[src/rtl/sram_arbiter_if.sv]
// Requester/SRAM bus bundle for the two-port SRAM arbiter.
// slave = arbiter view, master = requesters + SRAM pad model view.
interface sram_arbiter_if #(
  parameter int ADDR_WIDTH = 16
);
  logic                  i_cs0, i_cs1;
  logic                  i_we0, i_we1;
  logic [ADDR_WIDTH-1:0] i_addr0, i_addr1;
  logic [7:0]            i_wdata0, i_wdata1;
  logic                  o_ack0, o_ack1;
  logic [7:0]            o_rdata;
  logic [ADDR_WIDTH-1:0] o_sram_addr;
  logic [7:0]            o_sram_wdata;
  logic [7:0]            i_sram_rdata;
  logic                  o_sram_cs, o_sram_we, o_sram_oe;

  modport slave (
    input  i_cs0, i_cs1, i_we0, i_we1, i_addr0, i_addr1, i_wdata0, i_wdata1, i_sram_rdata,
    output o_ack0, o_ack1, o_rdata, o_sram_addr, o_sram_wdata, o_sram_cs, o_sram_we, o_sram_oe
  );

  modport master (
    output i_cs0, i_cs1, i_we0, i_we1, i_addr0, i_addr1, i_wdata0, i_wdata1, i_sram_rdata,
    input  o_ack0, o_ack1, o_rdata, o_sram_addr, o_sram_wdata, o_sram_cs, o_sram_we, o_sram_oe
  );
endinterface

[src/rtl/sram_arbiter.sv]
// Two-port arbiter in front of an async SRAM: IDLE -> ACCESS (WAIT_CYCLES+1) -> DONE.
// Define SRAM_ARBITER_ROUND_ROBIN_EN for round-robin ties; default is fixed priority to port 0.
module sram_arbiter #(
  parameter int ADDR_WIDTH  = 16,
  parameter int WAIT_CYCLES = 2
) (
  input logic           i_clk,
  input logic           i_reset_n,
  sram_arbiter_if.slave bus
);
  typedef enum logic [1:0] {IDLE, ACCESS, DONE} state_t;
  typedef struct packed {
    logic                  port;
    logic                  we;
    logic [ADDR_WIDTH-1:0] addr;
  } req_t;

  state_t     r_state, w_next;
  logic [3:0] r_cnt;
  req_t       r_req, w_win;
  logic [7:0] r_rdata, r_sram_wdata, w_wdata;
  logic       w_any, w_grant1;
  logic       w_cs, w_we, w_oe, w_ack0, w_ack1;

  assign w_any = bus.i_cs0 | bus.i_cs1;

`ifdef SRAM_ARBITER_ROUND_ROBIN_EN
  logic r_last;
  // On a tie, port 1 wins only if port 0 had the previous grant.
  assign w_grant1 = bus.i_cs1 & (~bus.i_cs0 | ~r_last);

  always_ff @(posedge i_clk or negedge i_reset_n)
    if (!i_reset_n)                    r_last <= 1'b1;
    else if (r_state == IDLE && w_any) r_last <= w_grant1;
`else
  assign w_grant1 = bus.i_cs1 & ~bus.i_cs0;
`endif

  always_comb begin
    w_win.port = w_grant1;
    w_win.we   = w_grant1 ? bus.i_we1   : bus.i_we0;
    w_win.addr = w_grant1 ? bus.i_addr1 : bus.i_addr0;
    w_wdata    = w_grant1 ? bus.i_wdata1 : bus.i_wdata0;
  end

  always_comb begin
    w_next = r_state;
    w_cs   = 1'b0;
    w_we   = 1'b0;
    w_oe   = 1'b0;
    w_ack0 = 1'b0;
    w_ack1 = 1'b0;
    case (r_state)
      IDLE:   if (w_any) w_next = ACCESS;
      ACCESS: begin
        w_cs = 1'b1;
        w_we = r_req.we;
        w_oe = ~r_req.we;
        if (r_cnt == 4'd0) w_next = DONE;
      end
      DONE: begin
        w_ack0 = ~r_req.port;
        w_ack1 = r_req.port;
        w_next = IDLE;
      end
      default: w_next = IDLE;
    endcase
  end

  always_ff @(posedge i_clk or negedge i_reset_n)
    if (!i_reset_n) begin
      r_state      <= IDLE;
      r_cnt        <= 4'd0;
      r_req        <= '0;
      r_rdata      <= 8'd0;
      r_sram_wdata <= 8'd0;
    end else begin
      r_state <= w_next;
      case (r_state)
        IDLE: if (w_any) begin
          r_cnt <= 4'(WAIT_CYCLES);
          r_req <= w_win;
          if (w_win.we) r_sram_wdata <= w_wdata;
        end
        ACCESS: begin
          if (r_cnt != 4'd0)  r_cnt   <= r_cnt - 4'd1;
          else if (!r_req.we) r_rdata <= bus.i_sram_rdata;
        end
        default: ;
      endcase
    end

  // Address and write data are latch-held, so they keep their last value outside ACCESS.
  assign bus.o_sram_addr  = r_req.addr;
  assign bus.o_sram_wdata = r_sram_wdata;
  assign bus.o_rdata      = r_rdata;
  assign bus.o_sram_cs    = w_cs;
  assign bus.o_sram_we    = w_we;
  assign bus.o_sram_oe    = w_oe;
  assign bus.o_ack0       = w_ack0;
  assign bus.o_ack1       = w_ack1;
endmodule

[src/flat_wrapper.sv]
// flat-port wrapper written by rule: the top's interface ports become plain ports
module sram_arbiter_flat 
#(
  parameter int ADDR_WIDTH  = 16,
  parameter int WAIT_CYCLES = 2
)
  (i_clk, i_reset_n, bus_i_cs0, bus_i_cs1, bus_i_we0, bus_i_we1, bus_i_addr0, bus_i_addr1, bus_i_wdata0, bus_i_wdata1, bus_i_sram_rdata, bus_o_ack0, bus_o_ack1, bus_o_rdata, bus_o_sram_addr, bus_o_sram_wdata, bus_o_sram_cs, bus_o_sram_we, bus_o_sram_oe);
  sram_arbiter_if #(.ADDR_WIDTH(ADDR_WIDTH)) bus_i ();
  input logic i_clk;
  input logic i_reset_n;
  input wire logic [$bits(bus_i.i_cs0)-1:0] bus_i_cs0;
  input wire logic [$bits(bus_i.i_cs1)-1:0] bus_i_cs1;
  input wire logic [$bits(bus_i.i_we0)-1:0] bus_i_we0;
  input wire logic [$bits(bus_i.i_we1)-1:0] bus_i_we1;
  input wire logic [$bits(bus_i.i_addr0)-1:0] bus_i_addr0;
  input wire logic [$bits(bus_i.i_addr1)-1:0] bus_i_addr1;
  input wire logic [$bits(bus_i.i_wdata0)-1:0] bus_i_wdata0;
  input wire logic [$bits(bus_i.i_wdata1)-1:0] bus_i_wdata1;
  input wire logic [$bits(bus_i.i_sram_rdata)-1:0] bus_i_sram_rdata;
  output wire logic [$bits(bus_i.o_ack0)-1:0] bus_o_ack0;
  output wire logic [$bits(bus_i.o_ack1)-1:0] bus_o_ack1;
  output wire logic [$bits(bus_i.o_rdata)-1:0] bus_o_rdata;
  output wire logic [$bits(bus_i.o_sram_addr)-1:0] bus_o_sram_addr;
  output wire logic [$bits(bus_i.o_sram_wdata)-1:0] bus_o_sram_wdata;
  output wire logic [$bits(bus_i.o_sram_cs)-1:0] bus_o_sram_cs;
  output wire logic [$bits(bus_i.o_sram_we)-1:0] bus_o_sram_we;
  output wire logic [$bits(bus_i.o_sram_oe)-1:0] bus_o_sram_oe;
  assign bus_i.i_cs0 = bus_i_cs0;
  assign bus_i.i_cs1 = bus_i_cs1;
  assign bus_i.i_we0 = bus_i_we0;
  assign bus_i.i_we1 = bus_i_we1;
  assign bus_i.i_addr0 = bus_i_addr0;
  assign bus_i.i_addr1 = bus_i_addr1;
  assign bus_i.i_wdata0 = bus_i_wdata0;
  assign bus_i.i_wdata1 = bus_i_wdata1;
  assign bus_i.i_sram_rdata = bus_i_sram_rdata;
  assign bus_o_ack0 = bus_i.o_ack0;
  assign bus_o_ack1 = bus_i.o_ack1;
  assign bus_o_rdata = bus_i.o_rdata;
  assign bus_o_sram_addr = bus_i.o_sram_addr;
  assign bus_o_sram_wdata = bus_i.o_sram_wdata;
  assign bus_o_sram_cs = bus_i.o_sram_cs;
  assign bus_o_sram_we = bus_i.o_sram_we;
  assign bus_o_sram_oe = bus_i.o_sram_oe;
  sram_arbiter #(.ADDR_WIDTH(ADDR_WIDTH), .WAIT_CYCLES(WAIT_CYCLES)) u_core (.i_clk(i_clk), .i_reset_n(i_reset_n), .bus(bus_i));
endmodule
[config.mk]
export PLATFORM = sky130hd
export DESIGN_NAME = sram_arbiter_flat
export DESIGN_NICKNAME = d
export VERILOG_FILES = /design/src/rtl/sram_arbiter_if.sv /design/src/rtl/sram_arbiter.sv /design/src/flat_wrapper.sv
export SDC_FILE = /design/constraint.sdc
export NUM_CORES = 1
export LEC_CHECK = 0
export CAP_MARGIN = 20
export CORE_MARGIN = 2
export CORE_UTILIZATION = 41
export CTS_CLUSTER_DIAMETER = 120
export DETAILED_ROUTE_END_ITERATION = 8
export MAX_ROUTING_LAYER = met4
export PLACE_DENSITY = 0.81
export SLEW_MARGIN = 5
export SYNTH_ARGS = -nofsm -noshare
export SYNTH_HDL_FRONTEND = slang
export SYNTH_SLANG_ARGS = --single-unit
[constraint.sdc]
create_clock -name i_clk -period 2.7 [get_ports i_clk]
set_input_delay 0.54 -clock i_clk [delete_from_list [all_inputs] [get_ports i_clk]]
set_output_delay 0.54 -clock i_clk [all_outputs]
set_load 0.02 [all_outputs]
=== Word level (Yosys, flattened, before mapping) ===
Index checks and enable logic that the tools add are counted.

* Word-level logic and storage cells: 42
* Latch bits: 0
* Input port bits: 62
* RAM bits: 0
* Bits in registers: 40
* ROM bits: 0
* Output and inout port bits: 37
* Memories kept: 0

* $lt $le $gt $ge: 0
* Shifts and indexed selects: 0
* Div/mod/pow operators: 0
* Muxes and demuxes: 14
* Reduce and logical (&&, ||, !) cells: 9
* Bitwise operators: 6
* Multipliers: 0
* Equality and inequality tests: 5
* Add/sub/neg operators: 1

{| class="wikitable"
|+ Operators by type and width
! kind !! count
|-
| 16-bit 2-to-1 mux || 1
|-
| 3-bit AND reduction || 3
|-
| 4-bit 2-to-1 mux || 2
|-
| 8-bit 2-to-1 mux || 1
|-
| 4-bit one-hot mux with 2 select lines || 1
|-
| 1-bit 2-to-1 mux || 6
|-
| 2-bit by 1-bit inequality test with 1-bit output (second input constant) || 3
|-
| 4-bit zero test || 1
|-
| 2-bit 2-to-1 mux || 2
|-
| 1-bit inverter || 4
|-
| 2-bit one-hot mux with 2 select lines || 1
|-
| 2-bit AND reduction || 2
|-
| 4-bit nonzero test || 1
|-
| 4-bit by 1-bit subtractor with 4-bit output (second input constant) || 1
|-
| 2-bit by 1-bit equality test with 1-bit output (second input constant) || 1
|-
| 2-bit equality test (second input constant) || 1
|-
| 2-bit zero test || 1
|-
| 2-bit nonzero test || 1
|-
| 1-bit AND || 1
|-
| 1-bit OR || 1
|}

=== Depth between registers and ports, before layout ===
Gate-level depths: netlist (run 1).

* Depth in word-level cells: 4
* Depth in mapped cells: 7
* Gate-level depth less buffers: 5

=== Worst setup path before layout (run 1) ===
Ideal clock, no wire load.

* Path type: flip-flop to flip-flop
* Start point: register u_core.r_cnt[0]
* End point: register u_core.r_rdata[0], in the netlist u_core.bus.o_rdata[0]
* Path slack: 761 ps
* Library setup time: 125 ps
* Period minus slack after synthesis: 1939 ps
* Stages on the path, launching flop included: 8
* Buffers on the path: 2
* Arrival: 1814 ps
* Required time: 2575 ps
* Cell sequence: dfrtp_1 -> inv_1 -> ha_1 -> or3b_1 -> buf_2 -> or3_1 -> buf_6 -> mux2_4

* Longest elaborated chain between the ends: 3

{| class="wikitable"
|+ Ends and longest elaborated chain
! element !! RTL line !! source
|-
| from (decl) || sram_arbiter.sv:19 || <nowiki>logic [3:0] r_cnt;</nowiki>
|-
| from (signal assigned) || sram_arbiter.sv:81 || <nowiki>r_cnt <= 4'(WAIT_CYCLES);</nowiki>
|-
| from (signal assigned) || sram_arbiter.sv:86 || <nowiki>if (r_cnt != 4'd0) r_cnt <= r_cnt - 4'd1;</nowiki>
|-
| 4-bit nonzero test || sram_arbiter.sv:86 ||
|-
| 1-bit inverter (no line) || n/a ||
|-
| 3-bit AND reduction (no line) || n/a ||
|-
| to (signal assigned) || sram_arbiter.sv:87 || <nowiki>else if (!r_req.we) r_rdata <= bus.i_sram_rdata;</nowiki>
|-
| to (decl) || sram_arbiter.sv:21 || <nowiki>logic [7:0] r_rdata, r_sram_wdata, w_wdata;</nowiki>
|}

No other way between the ends.
A chain may end at the register's enable or synchronous reset.

=== Final worst setup path (run 1) ===
* Start point: register u_core.r_state[1]
* End point: output bus_o_sram_we

* Longest elaborated chain between the ends: 2

{| class="wikitable"
|+ Ends and longest elaborated chain
! element !! RTL line !! source
|-
| from (decl) || sram_arbiter.sv:18 || <nowiki>state_t r_state, w_next;</nowiki>
|-
| from (signal assigned) || sram_arbiter.sv:78 || <nowiki>r_state <= w_next;</nowiki>
|-
| 2-bit by 1-bit equality test with 1-bit output || sram_arbiter.sv:53 || <nowiki>case (r_state)</nowiki>
|-
| 1-bit 2-to-1 mux || sram_arbiter.sv:53 ||
|-
| to (decl) || flat_wrapper.sv:26 || <nowiki>output wire logic [$bits(bus_i.o_sram_we)-1:0] bus_o_sram_we;</nowiki>
|}

No other way between the ends.

==> summary.md, run 1 <==
| Metric | Value |
|---|---|
| Status | complete, no violations |
| Final Hold Violating Endpoints | 0 |
| Detailed placer's ending HPWL | approximately 3100 um |
| Fmax | roughly 420 MHz |
| Cell Count, Final, Fillers Out | about 310 |
| Core area | roughly 4800 um2 |
| Reg clk slew, reported paths | 0.08 ns |
| RR Endpoint | u_core.bus.o_rdata[0]$_DFFE_PN0P_ |
| Vias per Instance | between 4 and 5 |
| Worst setup EP type | output pin |
| Register area share after synthesis | between 40% and 50% |
| Routability Congestion | slightly below 0.7 |
| Leak | 1.28 nW |
| Final Routed Wirelength | around 4300 um |
| Vias | ~1500 |
| Cts hold-fix bufs | 0 |
| Worst-Skew Late Latency | between 0.2 and 0.3 ns |
| FFs w/ async S/R, synth | between 90% and 100% |
| Synthesized instance count | ~160 |
| Yosys top cell area share | 48.8% |
| Setup TNS | 0 ns |
| Die H | around 75 um |
| Syn Area/Cell | 13.1 um2 |
| N_diodes | 0 |
| CTS Buf Count | 5 |
| HP Class | input port to asynchronous set/reset pin |
| Placed cell count | around 300 |
| Top Ports | just under 100 |
| Dominant cell type by area after synthesis | dfrtp_1 |
| Data required, critical path | approximately 2.2 ns |
| Cts repair resizes | 0 |
| GRT overflow | 0 |
| All-Layer GR Usage | 17.0% |
| Die ar. | between 5000 and 6000 um2 |
| Slowest stage cell on the critical path | clkdlybuf4s50_1 |
| Final min period | between 2 and 2.5 ns |
| Sink Count | 40 |
| Synth top cells by count | mux2_2, dfrtp_1, buf_4 |
| Startpoint types | flop |
| Syn Nets | 220 |
| Synth warnings | 0 |
| First-pass GRT wire length | 6900 um |
| Clock tree root driver cell | clkbuf_8 |
| Critical setup path kind | flop to output pin |
| Fin. max-slew vios | 0 |
| Buf/Inv on CP | 2 |
| TritonRoute pass-1 iters | 4 |
| FF+latch count, synth | 40 |
| Top_reg_cell synth | dfrtp_1 |
| Peak VDD IR | 0.561 mV |
| Synth cell types | 29 |
| Vias in the first global route | roughly 1500 |
| CP delay by family, top | buffers and inverters |
| Post-CTS Setup Inserts | 0 |
| CP peak stage delay | between 0.5 and 0.6 ns |
| Rows | 25 |
| Reg-to-reg startpoint | u_core.r_cnt[0]$_DFFE_PN0P_ |
| DIE WIDTH | roughly 75 um |
| Area growth from synthesis to layout | 49.1% |
| Signal arrival time at the worst endpoint | about 1.9 ns |
| CP cell instances | nand2b_1 > inv_1 > and2_1 > clkdlybuf4s50_1 |
| Setup slack, reg-to-reg | 0.54 ns |
| Max FO, Critical Path | 6 |
| DR iter-0 viols | 38 |
| Initial core utilization | around 43% |
| Netlist Area Pre-Place | approximately 2000 um2 |
| # DRC | 0 |
| Max Cap Violations | 0 |
| Number of synthesized flops with an enable pin | 0 |
| WL/cell | between 10 and 15 um |
| Setup Viol. Count Final | 0 |
| Number of buffers added on ports | ~100 |
| Pin count of the biggest net entering global routing | 41 |
| Final Cycle Share | about nine tenths |
| Count leader, synth | mux2_2 |
| Clock Tree Buf Depth | 2 |
| PD cells | between 1000 and 1500 nW/um2 |
| Skew final | ~0.0045 ns |
| Post-detailed-route count of antenna-violating nets | 0 |
| H-tree depth | 2 |
| Initial antenna violation count | 0 |
| R2R depth | 5 |
| Final net count | around 300 |
| Worst-Margin Slew | ~0.90 ns |
| Unrepaired setup endpoints after global routing | no |
| CTS tree | done |
| Fraction of layout cells with a size suffix above 1 | between 20 and 30% |
| Main area contributors after synthesis | dfrtp_1, mux2_2, buf_4 |
| Max-slew headroom | around two fifths |
kinds of logic after synthesis:
logic type	after synthesis	synth area share, %
mux	58	33.2
flops	40	48.8
buf+inv	26	8.41
simple gates	23	6.40
compound gates	9	2.62
fa+ha+maj	1	0.610
registers in the layout, summed over array words and instances (netlist names):
signal,count
u_core.bus.o_rdata,8
u_core.bus.o_sram_addr,16
u_core.bus.o_sram_wdata,8
u_core.r_cnt,4
u_core.r_req,2
u_core.r_state,2
report_power, final:
group | internal [mW] | switching (mW) | total [mW]
clock | 0.204 | 0.200 | 0.404
combinational | 0.957 | 0.766 | 1.72
sequential | 0.903 | 0.166 | 1.07
total | 2.06 | 1.13 | 3.20
stage by stage:
step / hold WS [ns] / cell area [um2] / total power [mW] / util, % / worst slack, ns
floorplan: 0.244 / 2050 / 2.22 / - / 0.761
global placement: 0.484 / 2970 / 2.78 / 62.0 / 0.421
detailed placement: 0.484 / 2970 / 2.82 / 62.0 / 0.408
CTS: 0.404 / 3060 / 3.25 / 63.9 / 0.299
global route: 0.443 / 3060 / 3.41 / 63.9 / 0.182
finish: 0.372 / 3060 / 3.20 / 63.9 / 0.309
worst max-delay path by stage:
stage                                                         to  depth (start not counted)  slack, ns                          start
after detailed placement  u_core.bus.o_sram_wdata[0]$_DFFE_PN0P_                          5       0.41                      bus_i_cs1
after floorplan                u_core.bus.o_rdata[0]$_DFFE_PN0P_                          7       0.76    u_core.r_cnt[0]$_DFFE_PN0P_
after global placement    u_core.bus.o_sram_addr[10]$_DFFE_PN0P_                          5       0.42                      bus_i_cs1
after CTS                                          bus_o_sram_we                          4       0.30  u_core.r_state[1]$_DFFE_PN0P_
final                                              bus_o_sram_we                          4       0.31  u_core.r_state[1]$_DFFE_PN0P_
after global routing                               bus_o_sram_we                          4       0.18  u_core.r_state[1]$_DFFE_PN0P_
worst register-to-register path: stages, from the launching register on:
cell and delay (ns):
dfrtp_1 0.39, inv_1 0.09, ha_1 0.19, or3b_1 0.45, or3_1 0.56, mux2_4 0.38
layer usage:
| layer | part of all wire, % | up-vias | global-route usage, % |
|---|---|---|---|
| met1 | 43 | 690 | 19.7 |
| met2 | 48 | 59 | 28.2 |
| met3 | 7.8 | 5 | 5.49 |
| met5 | 0 | - | - |
| li1 | - | 706 | - |
| met4 | 1.1 | 0 | 5.56 |
layout by cell type (no fill, tap or decap), types with 2 or more instances in the layout:
master,count
clkinv_2,2
o21ai_0,4
inv_1,3
dfrtp_1,40
mux2_4,8
nor3b_1,2
mux2i_1,2
a21oi_1,2
nand2b_1,2
nor2_1,5
clkbuf_8,6
buf_4,2
mux2_2,48
clkdlybuf4s50_1,97
nand3_1,4
cell type report:
type | instances | area (um2)
Multi-Input combinational cell | 91 | 881
Tap cell | 67 | 83.8
Clock inverter | 2 | 10.0
Clock buffer | 6 | 82.6
Sequential cell | 40 | 1000
Inverter | 3 | 11.3
Timing Repair Buffer | 100 | 991
Fill cell | 396 | 1730
(Power assumes the default switching activity.)
==> run 2: changes to the inputs <==
--- a/config.mk
+++ b/config.mk
@@ -7,11 +7,12 @@
 export LEC_CHECK = 0
 export CAP_MARGIN = 20
 export CORE_MARGIN = 2
-export CORE_UTILIZATION = 41
+export CORE_UTILIZATION = 38
+export CTS_BUF_LIST = sky130_fd_sc_hd__clkbuf_8
 export CTS_CLUSTER_DIAMETER = 120
 export DETAILED_ROUTE_END_ITERATION = 8
 export MAX_ROUTING_LAYER = met4
-export PLACE_DENSITY = 0.81
+export PLACE_DENSITY = 0.79
 export SLEW_MARGIN = 5
 export SYNTH_ARGS = -nofsm -noshare
 export SYNTH_HDL_FRONTEND = slang
==> constraint.sdc (replaced) <==
create_clock -name i_clk -period 2.16 [get_ports i_clk]
set_input_delay 0.432 -clock i_clk [delete_from_list [all_inputs] [get_ports i_clk]]
set_output_delay 0.432 -clock i_clk [all_outputs]
set_load 0.02 [all_outputs]
==> summary.md, run 2 (synthesized netlist as in run 1, its figures left out) <==
| Metric | Value |
|---|---|
| Status | complete, no violations (unchanged) |
| Multi-input logic area | 886 um2 (was 881 um2) |
| HP Class | input port to asynchronous set/reset pin (unchanged) |
| Fillers | 415 (was 396) |
| Worst Setup Slack, final | 0.174 ns (was 0.309 ns) |
| Most common cell after layout, fill and taps aside | clkdlybuf4s50_1 (unchanged) |
| Fin. max-slew vios | 0 (unchanged) |
| Largest register FFs | 16 (unchanged) |
| Max-slew headroom | 40.6% (was 40.1%) |
| Sink Count | 40 (unchanged) |
| WL/cell | 13.4 um (was 13.9 um) |
| Skew final | 0.00832 ns (was 0.00455 ns) |
| Worst setup EP type | output pin (unchanged) |
| Critical setup path kind | flop to output pin (unchanged) |
| CP peak stage delay | 0.64 ns (was 0.59 ns) |
| Number of buffers added on ports | 98 (unchanged) |
| Setup slack, reg-to-reg | 0.26 ns (was 0.54 ns) |
| Sequential cell area | 1000 um2 (unchanged) |
| R2R depth | 5 (unchanged) |
| Die ar. | 6000 um2 (was 5590 um2) |
| Rows | 26 (was 25) |
| Initial core utilization | 39.7% (was 42.9%) |
| Final Cycle Share | approximately 92% |
| Area growth from synthesis to layout | 53.5% (was 49.1%) |
| Vias in the first global route | 1568 (was 1483) |
| Slowest stage cell on the critical path | clkdlybuf4s50_1 (unchanged) |
| CTS tree | done (unchanged) |
| First-pass GRT wire length | 7080 um (was 6900 um) |
| Cts hold-fix bufs | 0 (unchanged) |
| Layout Utilization | 60.9% (was 63.9%) |
| Buf/Inv on CP | 1 (was 2) |
| CP delay by family, top | buffers and inverters (unchanged) |
| Final Routed Wirelength | 4230 um (was 4310 um) |
| Worst-Skew Late Latency | 0.29 ns (was 0.28 ns) |
| H-tree depth | 2 (unchanged) |
| N_diodes | 0 (unchanged) |
| Data required, critical path | 1.73 ns (was 2.16 ns) |
| Final min period | ~2.0 ns |
| Post-detailed-route count of antenna-violating nets | 0 (unchanged) |
| All-Layer GR Usage | 15.0% (was 17.0%) |
| Routability Congestion | 0.771 (was 0.681) |
| Startpoint types | flop (unchanged) |
| Max FO, Critical Path | 5 (was 6) |
| # DRC | 0 (unchanged) |
| Core area | 5170 um2 (was 4790 um2) |
| Fmax | just over 500 MHz |
| Fraction of layout cells with a size suffix above 1 | 31.2% (was 29.3%) |
| Worst-Margin Slew | 0.891 ns (was 0.899 ns) |
| Detailed placer's ending HPWL | 3150 um (about the same) |
| Leak | 1.33 nW (was 1.28 nW) |
| CTS Buf Count | 5 (unchanged) |
| Post-DP Area | 3030 um2 (was 2970 um2) |
| Final net count | 309 (was 304) |
| Final Hold Violating Endpoints | 0 (unchanged) |
| RR Endpoint | u_core.bus.o_rdata[6]$_DFFE_PN0P_ (was u_core.bus.o_rdata[0]$_DFFE_PN0P_) |
| Vias | 1472 (was 1460) |
| PD cells | 1320 nW/um2 (was 1040 nW/um2) |
| Unrepaired setup endpoints after global routing | no (unchanged) |
| Top Ports | 99 (unchanged) |
| CP cell instances | nor3b_1 > clkdlybuf4s50_1 (was nand2b_1 > inv_1 > and2_1 > clkdlybuf4s50_1) |
| Reg-to-reg startpoint | u_core.r_cnt[0]$_DFFE_PN0P_ (unchanged) |
| Vias per Instance | 4.64 (was 4.72) |
| Levels on crit path | 2 (was 4) |
| Reg clk slew, reported paths | 0.08 ns (about the same) |
| Peak VDD IR | 0.581 mV (was 0.561 mV) |
| Max Cap Violations | 0 (unchanged) |
| TritonRoute pass-1 iters | 4 (unchanged) |
| Design area | 3150 um2 (was 3060 um2) |
| Signal arrival time at the worst endpoint | 1.55 ns (was 1.85 ns) |
| DR iter-0 viols | 18 (was 38) |
| Clock Tree Buf Depth | 2 (unchanged) |
| DIE WIDTH | 77.5 um (was 74.7 um) |
| Setup TNS | 0 ns (unchanged) |
| GRT overflow | 0 (unchanged) |
| Die H | 77.5 um (was 74.7 um) |
| Clock tree root driver cell | clkbuf_8 (unchanged) |
| Initial antenna violation count | 0 (unchanged) |
| Setup Viol. Count Final | 0 (unchanged) |
| Pin count of the biggest net entering global routing | 41 (unchanged) |
| Most frequent cells in the layout | clkdlybuf4s50_1, mux2_2, dfrtp_1 (unchanged) |
| Dpl ws | 0.106 ns (was 0.408 ns) |
[run 2: cell count changes in the layout (fill, tap and decap cells not counted), sizes merged]
cell / delta
clkinv: -1
dlygate4sd2: +2
clkbuf: -1
buf: +5
clkdlybuf4s50: -3
bufinv: +1
clkinvlp: +1
dlymetal6s2s: +1
[run 2: power by group]
| group | switching (mW) | total (mW) | internal (mW) |
|---|---|---|---|
| Clock | 0.265 | 0.607 | 0.342 |
| Combinational | 0.963 | 2.20 | 1.24 |
| Sequential | 0.212 | 1.34 | 1.13 |
[run 2: how the worst max path moves through the flow]
stage                                        from                                    end
floorplan             u_core.r_cnt[0]$_DFFE_PN0P_      u_core.bus.o_rdata[0]$_DFFE_PN0P_
global placement      u_core.r_cnt[0]$_DFFE_PN0P_      u_core.bus.o_rdata[3]$_DFFE_PN0P_
detailed placement                      bus_i_cs0  u_core.bus.o_sram_addr[9]$_DFFE_PN0P_
CTS                 u_core.r_state[1]$_DFFE_PN0P_                          bus_o_sram_cs
global route        u_core.r_state[0]$_DFFE_PN0P_                             bus_o_ack0
finish              u_core.r_state[0]$_DFFE_PN0P_                             bus_o_ack0
[run 2: final cells by class]
type / count / area share [%]
timing repair buffer: 105 / 33.4
sequential: 40 / 31.8
tap: 70 / 2.78
multi-input combinational: 91 / 28.1
clock inverter: 3 / 1.35
clock buffer: 5 / 2.18
inverter: 3 / 0.357
[run 2: per-layer routing]
metal | track usage, % | vias up | wire (um)
li1 | - | 707 | -
met1 | 16.3 | 698 | 1840
met2 | 26.2 | 61 | 2030
met3 | 4.88 | 6 | 320
met4 | 4.29 | 0 | 44
met5 | - | - | 0
[run 2: stage by stage]
step	cells	hold WS, ns	total power [mW]
after floorplan	157	0.136	2.78
after global placement	309	0.488	3.55
after detailed placement	309	0.489	3.60
after CTS	317	0.289	4.20
after global routing	317	0.349	4.41
final	317	0.262	4.15
[run 2: worst reg2reg max path, delay by kind of cell, from the launching register on]
kind | cells | cell delay (ns)
AND/OR/NAND/NOR | 2 | 0.80
flip-flops | 1 | 0.39
multiplexers | 1 | 0.33
adder cells (fa/ha/maj) | 1 | 0.18
buffers and inverters | 1 | 0.09
[run 2: repair_timing]
item                                    in CTS  in global routing
gates resized for setup                      2                  2
setup buffers                                0                  0
endpoints found under the setup margin       2                  3
hold endpoints to repair                     0                  0
